`src/rtl/serial_sequence_generator_pkg.sv`:
```
// Shared constants for the serial sequence generator: FSM encoding, default
// pattern and the repeat-count normalisation helper.
package seq_gen_pkg;

  localparam logic [1:0] IDLE = 2'b00;
  localparam logic [1:0] SEND = 2'b01;
  localparam logic [1:0] GAP  = 2'b10;
  localparam logic [1:0] DONE = 2'b11;

  localparam logic [4:0] SEQ_DEFAULT_PAT = 5'b01110;

  // A requested repeat count of zero still sends the pattern once.
  function automatic logic [31:0] rep_at_least_one(input logic [31:0] rep);
    return (rep == 32'd0) ? 32'd1 : rep;
  endfunction

endpackage

```
`src/rtl/serial_sequence_generator_if.sv`:
```
// Control/status bundle of the serial sequence generator; the slave modport
// is the generator side, the master modport the side that drives transfers.
interface serial_sequence_generator_if #(
  parameter int PAT_W = 5,
  parameter int CNT_W = 8,
  parameter int GAP_W = 4
);
  logic             i_Start;
  logic             i_Abort;
  logic             i_Use_Default;
  logic [PAT_W-1:0] i_Pattern;
  logic [CNT_W-1:0] i_Repeat;
  logic [GAP_W-1:0] i_Gap;
  logic             o_Sequence;
  logic             o_Valid;
  logic             o_Frame_Start;
  logic             o_Busy;
  logic             o_Done;

  modport master (
    output i_Start, i_Abort, i_Use_Default, i_Pattern, i_Repeat, i_Gap,
    input  o_Sequence, o_Valid, o_Frame_Start, o_Busy, o_Done
  );

  modport slave (
    input  i_Start, i_Abort, i_Use_Default, i_Pattern, i_Repeat, i_Gap,
    output o_Sequence, o_Valid, o_Frame_Start, o_Busy, o_Done
  );
endinterface

```
`src/rtl/serial_sequence_generator_shifter.sv`:
```
// Load/shift-left register presenting its MSB; the generator's bit source.
module pattern_shifter #(
  parameter int PAT_W = 5
) (
  input  logic             clk,
  input  logic             rst_n,
  input  logic             load_i,
  input  logic             shift_i,
  input  logic [PAT_W-1:0] data_i,
  output logic             msb_o
);
  logic [PAT_W-1:0] sr_q;

  // NOTE: sequential state is assigned with <= so every register samples
  // the pre-edge values of the others, independent of statement order.
  always_ff @(posedge clk or negedge rst_n) begin
    if (!rst_n) begin
      sr_q <= '0;
    end else if (load_i) begin
      sr_q <= data_i;
    end else if (shift_i) begin
      sr_q <= {sr_q[PAT_W-2:0], 1'b0};
    end
  end

  assign msb_o = sr_q[PAT_W-1];
endmodule

```
`src/rtl/serial_sequence_generator.sv`:
```
// Serial pattern transmitter: sends a latched PAT_W-bit pattern MSB-first for
// a number of repetitions separated by idle gaps; all outputs registered.
module serial_sequence_generator
  import seq_gen_pkg::*;
#(
  parameter int               PAT_W       = 5,
  parameter logic [PAT_W-1:0] DEFAULT_PAT = SEQ_DEFAULT_PAT,
  parameter int               CNT_W       = 8,
  parameter int               GAP_W       = 4,
  parameter logic             IDLE_LVL    = 1'b1
) (
  input logic                         i_Clk,
  input logic                         i_Rst_n,
  serial_sequence_generator_if.slave  bus
);
  localparam int BIT_W = $clog2(PAT_W);
  localparam logic [BIT_W-1:0] LAST_BIT = BIT_W'(PAT_W - 1);

  logic [1:0]       state_q, state_d;
  logic [BIT_W-1:0] bit_cnt_q, bit_cnt_d;
  logic [GAP_W-1:0] gap_cnt_q, gap_cnt_d;
  logic [GAP_W-1:0] gap_len_q, gap_len_d;
  logic [CNT_W-1:0] reps_q, reps_d;
  logic [PAT_W-1:0] pat_q, pat_d;
  logic             seq_q, seq_d, valid_q, valid_d, frame_q, frame_d;
  logic             busy_q, busy_d, done_q, done_d;
  logic             sh_load, sh_shift, sh_msb, start_ok, sending;
  logic [PAT_W-1:0] sh_data, new_pat;

  pattern_shifter #(.PAT_W(PAT_W)) u_shifter (
    .clk     (i_Clk),
    .rst_n   (i_Rst_n),
    .load_i  (sh_load),
    .shift_i (sh_shift),
    .data_i  (sh_data),
    .msb_o   (sh_msb)
  );

  // Abort has priority, so a start in the same cycle must not touch the latches.
  assign start_ok = bus.i_Start && !bus.i_Abort && (state_q == IDLE || state_q == DONE);
  assign new_pat  = bus.i_Use_Default ? DEFAULT_PAT : bus.i_Pattern;
  assign sending  = (state_q == SEND);

  // NOTE: every always_comb output gets a default first so no path leaves a
  // variable unassigned, which would otherwise infer a latch.
  always_comb begin
    state_d   = state_q;
    bit_cnt_d = bit_cnt_q;
    gap_cnt_d = gap_cnt_q;
    gap_len_d = gap_len_q;
    reps_d    = reps_q;
    pat_d     = pat_q;
    sh_load   = 1'b0;
    sh_shift  = 1'b0;
    sh_data   = pat_q;

    case (state_q)
      SEND: begin
        if (bit_cnt_q == LAST_BIT) begin
          bit_cnt_d = '0;
          reps_d    = reps_q - 1'b1;
          sh_load   = 1'b1;
          if (reps_q > CNT_W'(1)) begin
            if (gap_len_q != '0) begin
              state_d   = GAP;
              gap_cnt_d = gap_len_q;
            end
          end else begin
            state_d = DONE;
          end
        end else begin
          bit_cnt_d = bit_cnt_q + 1'b1;
          sh_shift  = 1'b1;
        end
      end
      GAP: begin
        if (gap_cnt_q == GAP_W'(1)) begin
          state_d   = SEND;
          gap_cnt_d = '0;
        end else begin
          gap_cnt_d = gap_cnt_q - 1'b1;
        end
      end
      DONE:    state_d = IDLE;
      default: state_d = IDLE;
    endcase

    if (start_ok) begin
      state_d   = SEND;
      bit_cnt_d = '0;
      gap_cnt_d = '0;
      gap_len_d = bus.i_Gap;
      reps_d    = CNT_W'(rep_at_least_one(32'(bus.i_Repeat)));
      pat_d     = new_pat;
      sh_load   = 1'b1;
      sh_data   = new_pat;
    end

    if (bus.i_Abort) begin
      state_d   = IDLE;
      bit_cnt_d = '0;
      gap_cnt_d = '0;
      reps_d    = '0;
      sh_load   = 1'b0;
      sh_shift  = 1'b0;
    end
  end

  // Output stage mirrors the current state one edge later; abort idles it at once.
  always_comb begin
    seq_d   = sending ? sh_msb : IDLE_LVL;
    valid_d = sending;
    frame_d = sending && (bit_cnt_q == '0);
    busy_d  = sending || (state_q == GAP);
    done_d  = (state_q == DONE);
    if (bus.i_Abort) begin
      seq_d   = IDLE_LVL;
      valid_d = 1'b0;
      frame_d = 1'b0;
      busy_d  = 1'b0;
      done_d  = 1'b0;
    end
  end

  always_ff @(posedge i_Clk or negedge i_Rst_n) begin
    if (!i_Rst_n) begin
      state_q   <= IDLE;
      bit_cnt_q <= '0;
      gap_cnt_q <= '0;
      gap_len_q <= '0;
      reps_q    <= '0;
      pat_q     <= '0;
      seq_q     <= IDLE_LVL;
      valid_q   <= 1'b0;
      frame_q   <= 1'b0;
      busy_q    <= 1'b0;
      done_q    <= 1'b0;
    end else begin
      state_q   <= state_d;
      bit_cnt_q <= bit_cnt_d;
      gap_cnt_q <= gap_cnt_d;
      gap_len_q <= gap_len_d;
      reps_q    <= reps_d;
      pat_q     <= pat_d;
      seq_q     <= seq_d;
      valid_q   <= valid_d;
      frame_q   <= frame_d;
      busy_q    <= busy_d;
      done_q    <= done_d;
    end
  end

  assign bus.o_Sequence    = seq_q;
  assign bus.o_Valid       = valid_q;
  assign bus.o_Frame_Start = frame_q;
  assign bus.o_Busy        = busy_q;
  assign bus.o_Done        = done_q;
endmodule

```
`src/flat_wrapper.sv`:
```
// flat-port wrapper written by rule: the top's interface ports become plain ports
module serial_sequence_generator_flat import seq_gen_pkg::*;
#(
  parameter int               PAT_W       = 5,
  parameter logic [PAT_W-1:0] DEFAULT_PAT = SEQ_DEFAULT_PAT,
  parameter int               CNT_W       = 8,
  parameter int               GAP_W       = 4,
  parameter logic             IDLE_LVL    = 1'b1
)
  (i_Clk, i_Rst_n, bus_i_Start, bus_i_Abort, bus_i_Use_Default, bus_i_Pattern, bus_i_Repeat, bus_i_Gap, bus_o_Sequence, bus_o_Valid, bus_o_Frame_Start, bus_o_Busy, bus_o_Done);
  serial_sequence_generator_if #(.PAT_W(PAT_W), .CNT_W(CNT_W), .GAP_W(GAP_W)) bus_i ();
  input logic i_Clk;
  input logic i_Rst_n;
  input wire logic [$bits(bus_i.i_Start)-1:0] bus_i_Start;
  input wire logic [$bits(bus_i.i_Abort)-1:0] bus_i_Abort;
  input wire logic [$bits(bus_i.i_Use_Default)-1:0] bus_i_Use_Default;
  input wire logic [$bits(bus_i.i_Pattern)-1:0] bus_i_Pattern;
  input wire logic [$bits(bus_i.i_Repeat)-1:0] bus_i_Repeat;
  input wire logic [$bits(bus_i.i_Gap)-1:0] bus_i_Gap;
  output wire logic [$bits(bus_i.o_Sequence)-1:0] bus_o_Sequence;
  output wire logic [$bits(bus_i.o_Valid)-1:0] bus_o_Valid;
  output wire logic [$bits(bus_i.o_Frame_Start)-1:0] bus_o_Frame_Start;
  output wire logic [$bits(bus_i.o_Busy)-1:0] bus_o_Busy;
  output wire logic [$bits(bus_i.o_Done)-1:0] bus_o_Done;
  assign bus_i.i_Start = bus_i_Start;
  assign bus_i.i_Abort = bus_i_Abort;
  assign bus_i.i_Use_Default = bus_i_Use_Default;
  assign bus_i.i_Pattern = bus_i_Pattern;
  assign bus_i.i_Repeat = bus_i_Repeat;
  assign bus_i.i_Gap = bus_i_Gap;
  assign bus_o_Sequence = bus_i.o_Sequence;
  assign bus_o_Valid = bus_i.o_Valid;
  assign bus_o_Frame_Start = bus_i.o_Frame_Start;
  assign bus_o_Busy = bus_i.o_Busy;
  assign bus_o_Done = bus_i.o_Done;
  serial_sequence_generator #(.PAT_W(PAT_W), .DEFAULT_PAT(DEFAULT_PAT), .CNT_W(CNT_W), .GAP_W(GAP_W), .IDLE_LVL(IDLE_LVL)) u_core (.i_Clk(i_Clk), .i_Rst_n(i_Rst_n), .bus(bus_i));
endmodule
```
`config.mk`:
```
export PLATFORM = sky130hd
export DESIGN_NAME = serial_sequence_generator_flat
export DESIGN_NICKNAME = d
export VERILOG_FILES = /design/src/rtl/serial_sequence_generator_pkg.sv /design/src/rtl/serial_sequence_generator_if.sv /design/src/rtl/serial_sequence_generator_shifter.sv /design/src/rtl/serial_sequence_generator.sv /design/src/flat_wrapper.sv
export SDC_FILE = /design/constraint.sdc
export NUM_CORES = 1
export LEC_CHECK = 0
export ABC_AREA = 1
export BUFFER_PORTS_ARGS = -buffer_cell sky130_fd_sc_hd__buf_2
export CORE_MARGIN = 3
export CORE_UTILIZATION = 61
export DETAILED_ROUTE_END_ITERATION = 16
export GPL_ROUTABILITY_DRIVEN = 0
export GPL_TIMING_DRIVEN = 0
export PLACE_DENSITY = 0.84
export SYNTH_ARGS = -nofsm -noshare
export SYNTH_HDL_FRONTEND = slang
export SYNTH_SLANG_ARGS = --single-unit
```
`constraint.sdc`:
```
create_clock -name i_Clk -period 5.1 [get_ports i_Clk]
set_input_delay 1.02 -clock i_Clk [delete_from_list [all_inputs] [get_ports i_Clk]]
set_output_delay 1.02 -clock i_Clk [all_outputs]
set_load 0.02 [all_outputs]
```
==> reports/summary.txt <==
WORST SETUP PATH
------------------------------------------------------------------------------
Cells traversed along the worst timing path                              buf_2
Crit path launch type                                                 register
Crit path largest cell delay                                           0.53 ns
Data required time at the worst endpoint                               4.08 ns
Worst setup path class                                              reg -> out
Cell with the largest stage delay on the worst path               sky130_fd_sc_hd__dfstp_2
WP buf/inv                                                                   1
Critical path fanouts, max                                                   1
Critical path data arrival time                                        1.02 ns
Sort of element at the end of the critical path                   primary output
CP top delay family                                                 flip-flops

ROUTING
------------------------------------------------------------------------------
Vias                                                                      1685
Post-route ant nets                                                          0
Sum of routed wire length over all layers                              3860 um
Routed length per instance                                             11.9 um
Final routed DRC violation total                                             0
Vias per cell                                                             5.20
Router iterations before antenna repair                                      4
Number of DRC violations after detailed-routing iteration 0                 94

SYNTHESIS
------------------------------------------------------------------------------
Syn Std Cell Area                                                     1990 um2
Synthesized netlist cell count                                             246
Top-area cell type share of the netlist area                             0.439
Number of unique standard cell types used by synthesis                      27
Count of warnings emitted by yosys                                           0
Number of register bits inferred by synthesis                               36
Number of nets produced by synthesis                                       278
Leading cell types by total area after synthesis                  sky130_fd_sc_hd__dfrtp_1, sky130_fd_sc_hd__nand2_1, sky130_fd_sc_hd__o21ai_0
Syn_area_per_cell                                                     8.10 um2
Sequential element share of the synthesized area                         0.453
Cell type contributing the most total cell area after synthesis   sky130_fd_sc_hd__dfrtp_1

CLOCK TREE
------------------------------------------------------------------------------
Clock latency on the worst-skew pair                                   0.34 ns
Level count of the clock H-tree                                              2
Clock buffers created by TritonCTS                                           5
Hold buffer count at cts                                                     0
Number of sinks driven by the clock tree                                    36
Clk pin slew, worst setup/hold paths                                   0.11 ns
Buffers from clock root to sink, at most                                     2
Root buffer selected by CTS                                       sky130_fd_sc_hd__clkbuf_4
Total setup buffers inserted after CTS                                       0
CTS resizes                                                                  0
Clock tree from TritonCTS                                                 done

TIMING
------------------------------------------------------------------------------
Hold violation count in the final report                                     0
Maximum operating frequency                                          0.490 GHz
Post-route setup TNS                                                      0 ns
Setup repair after global routing missed its margin                         no
Worst-Margin Slew                                                     0.770 ns
Final critical-path required period                                    2.04 ns
Tightest slew margin relative to the limit                               0.487
Final max-slew violation count                                               0
Finish-stage setup viols                                                     0
Final setup margin                                                     3.06 ns
Worst clock skew                                                    0.00808 ns
Share of the clock period used by the worst path after layout            0.400

FLOORPLAN
------------------------------------------------------------------------------
Initial core utilization                                                 0.648
Core area                                                             3080 um2
Placement Rows                                                              20
Die outline area                                                      3990 um2
I/O pin count                                                               27
Die boundary width                                                     63.2 um
Vertical extent of the die                                             63.2 um

POWER
------------------------------------------------------------------------------
Combinational fraction of design power                                   0.365
Fraction of power consumed by sequential logic                           0.374
Cell Int Power                                                      0.000731 W
Power Dens Cells                                                    493 nW/um2
Part of the power in the clock network                                   0.261
Static Leak                                                            1.23 nW
Sw Share                                                                 0.357
Reported net switching power                                        0.000406 W
Worst vdd rail ir drop                                                0.320 mV

GRT
------------------------------------------------------------------------------
Antenna violations before repair                                             0
Overall fraction of global-route tracks in use                           0.224
Wire length of the first global-routing pass                           7130 um
Vias in the first global route                                            1654
Largest net degree at the start of global routing                           37
Global route total overflow                                                  0

FINISH
------------------------------------------------------------------------------
Area delta synth->final                                                  15.7%
Count of antenna diodes in the layout                                        0
Commonest non-fill, non-tap cells in the layout                   sky130_fd_sc_hd__nand2_1, sky130_fd_sc_hd__inv_1, sky130_fd_sc_hd__dfrtp_1
Area of the multi-input gates                                          926 um2
Fill cells                                                                 252
Number of nets in the layout                                               311
Share of post-route cells with drive strength above 1                    0.189
Register area                                                          902 um2
Most common library cell in the layout ignoring fill and taps     sky130_fd_sc_hd__nand2_1

PLACED DESIGN
------------------------------------------------------------------------------
Port bufs                                                                   26
Setup slack at placement                                               2.89 ns
HPWL Detailed                                                          2960 um

WORST HOLD PATH
------------------------------------------------------------------------------
Class of the most critical hold timing path                         reg -> reg

STATUS
------------------------------------------------------------------------------
Result of the run                                                 complete, no violations

FLOW RUN
------------------------------------------------------------------------------
Max-cap viol count                                                           0

==> kinds of logic (layout without fill, tap and decap cells) <==
logic type      after synthesis  count (layout)  synth area share
simple gates                111             111             0.259
compound gates               42              42             0.121
buf+inv                      42              76            0.0829
flops                        36              36             0.453
fa+ha+maj                    10              10            0.0628
xor+xnor                      5               5            0.0220
==> sequential cells by signal, indices dropped and copies added, names as in the netlist, 2 cells and up <==
register               cells
u_core.bit_cnt_q           3
u_core.gap_cnt_q           4
u_core.gap_len_q           4
u_core.pat_q               5
u_core.reps_q              8
u_core.state_q             2
u_core.u_shifter.sr_q      5
==> synthesized netlist by cell type, drive strengths merged <==
cell	instances
nand2	60
o21ai	28
nand3	21
xor2	2
a21oi	3
dfrtp	35
nor2	26
o22ai	3
o32ai	1
inv	40
xnor2	3
o211ai	2
o21bai	1
nor3	1
ha	10
nand4	3
dfstp	1
a22o	1
o221ai	3
buf	2
==> power groups by stage <==
stage	Combinational [W]	Sequential, W	Clock, W
finish	0.000415	0.000425	0.000297
global route	0.000485	0.000437	0.000314
CTS	0.000418	0.000425	0.000303
detailed placement	0.000415	0.000430	0
global placement	0.000403	0.000427	0
floorplan	0.000313	0.000428	0
==> final cells by class <==
cell class                      instances  share of cell area
Inverter                               40              0.0651
Multi-Input combinational cell        168               0.402
Timing Repair Buffer                   26              0.0564
Buffer                                  2             0.00651
Tap cell                               44              0.0239
Clock buffer                            5              0.0163
Sequential cell                        36               0.391
Clock inverter                          3              0.0391
==> through the flow <==
stage | util | power [W] | hold slack (ns) | cell area [um2] | instances
finish | 0.749 | 0.00114 | 0.464 | 2310 | 324
floorplan | - | 0.000741 | 0.420 | 1990 | 246
global route | 0.749 | 0.00124 | 0.501 | 2310 | 324
detailed placement | 0.708 | 0.000845 | 0.445 | 2180 | 316
global placement | 0.708 | 0.000830 | 0.434 | 2180 | 316
CTS | 0.749 | 0.00115 | 0.468 | 2310 | 324
==> path summary, 6_finish.rpt <==
path / startpoint / endpoint / slack, ns / depth (start not counted)
worst max register to register: u_core.state_q[0] / u_core.gap_cnt_q[1] / 3.15 / 10
worst min-delay path: u_core.u_shifter.sr_q[4] / u_core.bus.o_Sequence / 0.46 / 2
worst min register to register: u_core.u_shifter.sr_q[4] / u_core.bus.o_Sequence / 0.46 / 2
worst max-delay path: u_core.bus.o_Sequence / bus_o_Sequence / 3.06 / 1
max in group asynchronous: i_Rst_n / u_core.gap_cnt_q[0] / 3.86 / 1
min in group asynchronous: i_Rst_n / u_core.gap_len_q[3] / 0.74 / 1
==> routing by layer <==
layer / routed length (um) / share of wire / global-route usage
met1: 1800 / 0.47 / 0.302
met2: 1800 / 0.47 / 0.353
met3: 199 / 0.052 / 0.0535
met4: 70 / 0.018 / 0.0771
met5: 0 / 0 / 0
Note: power is estimated with default switching activity, not from simulation.
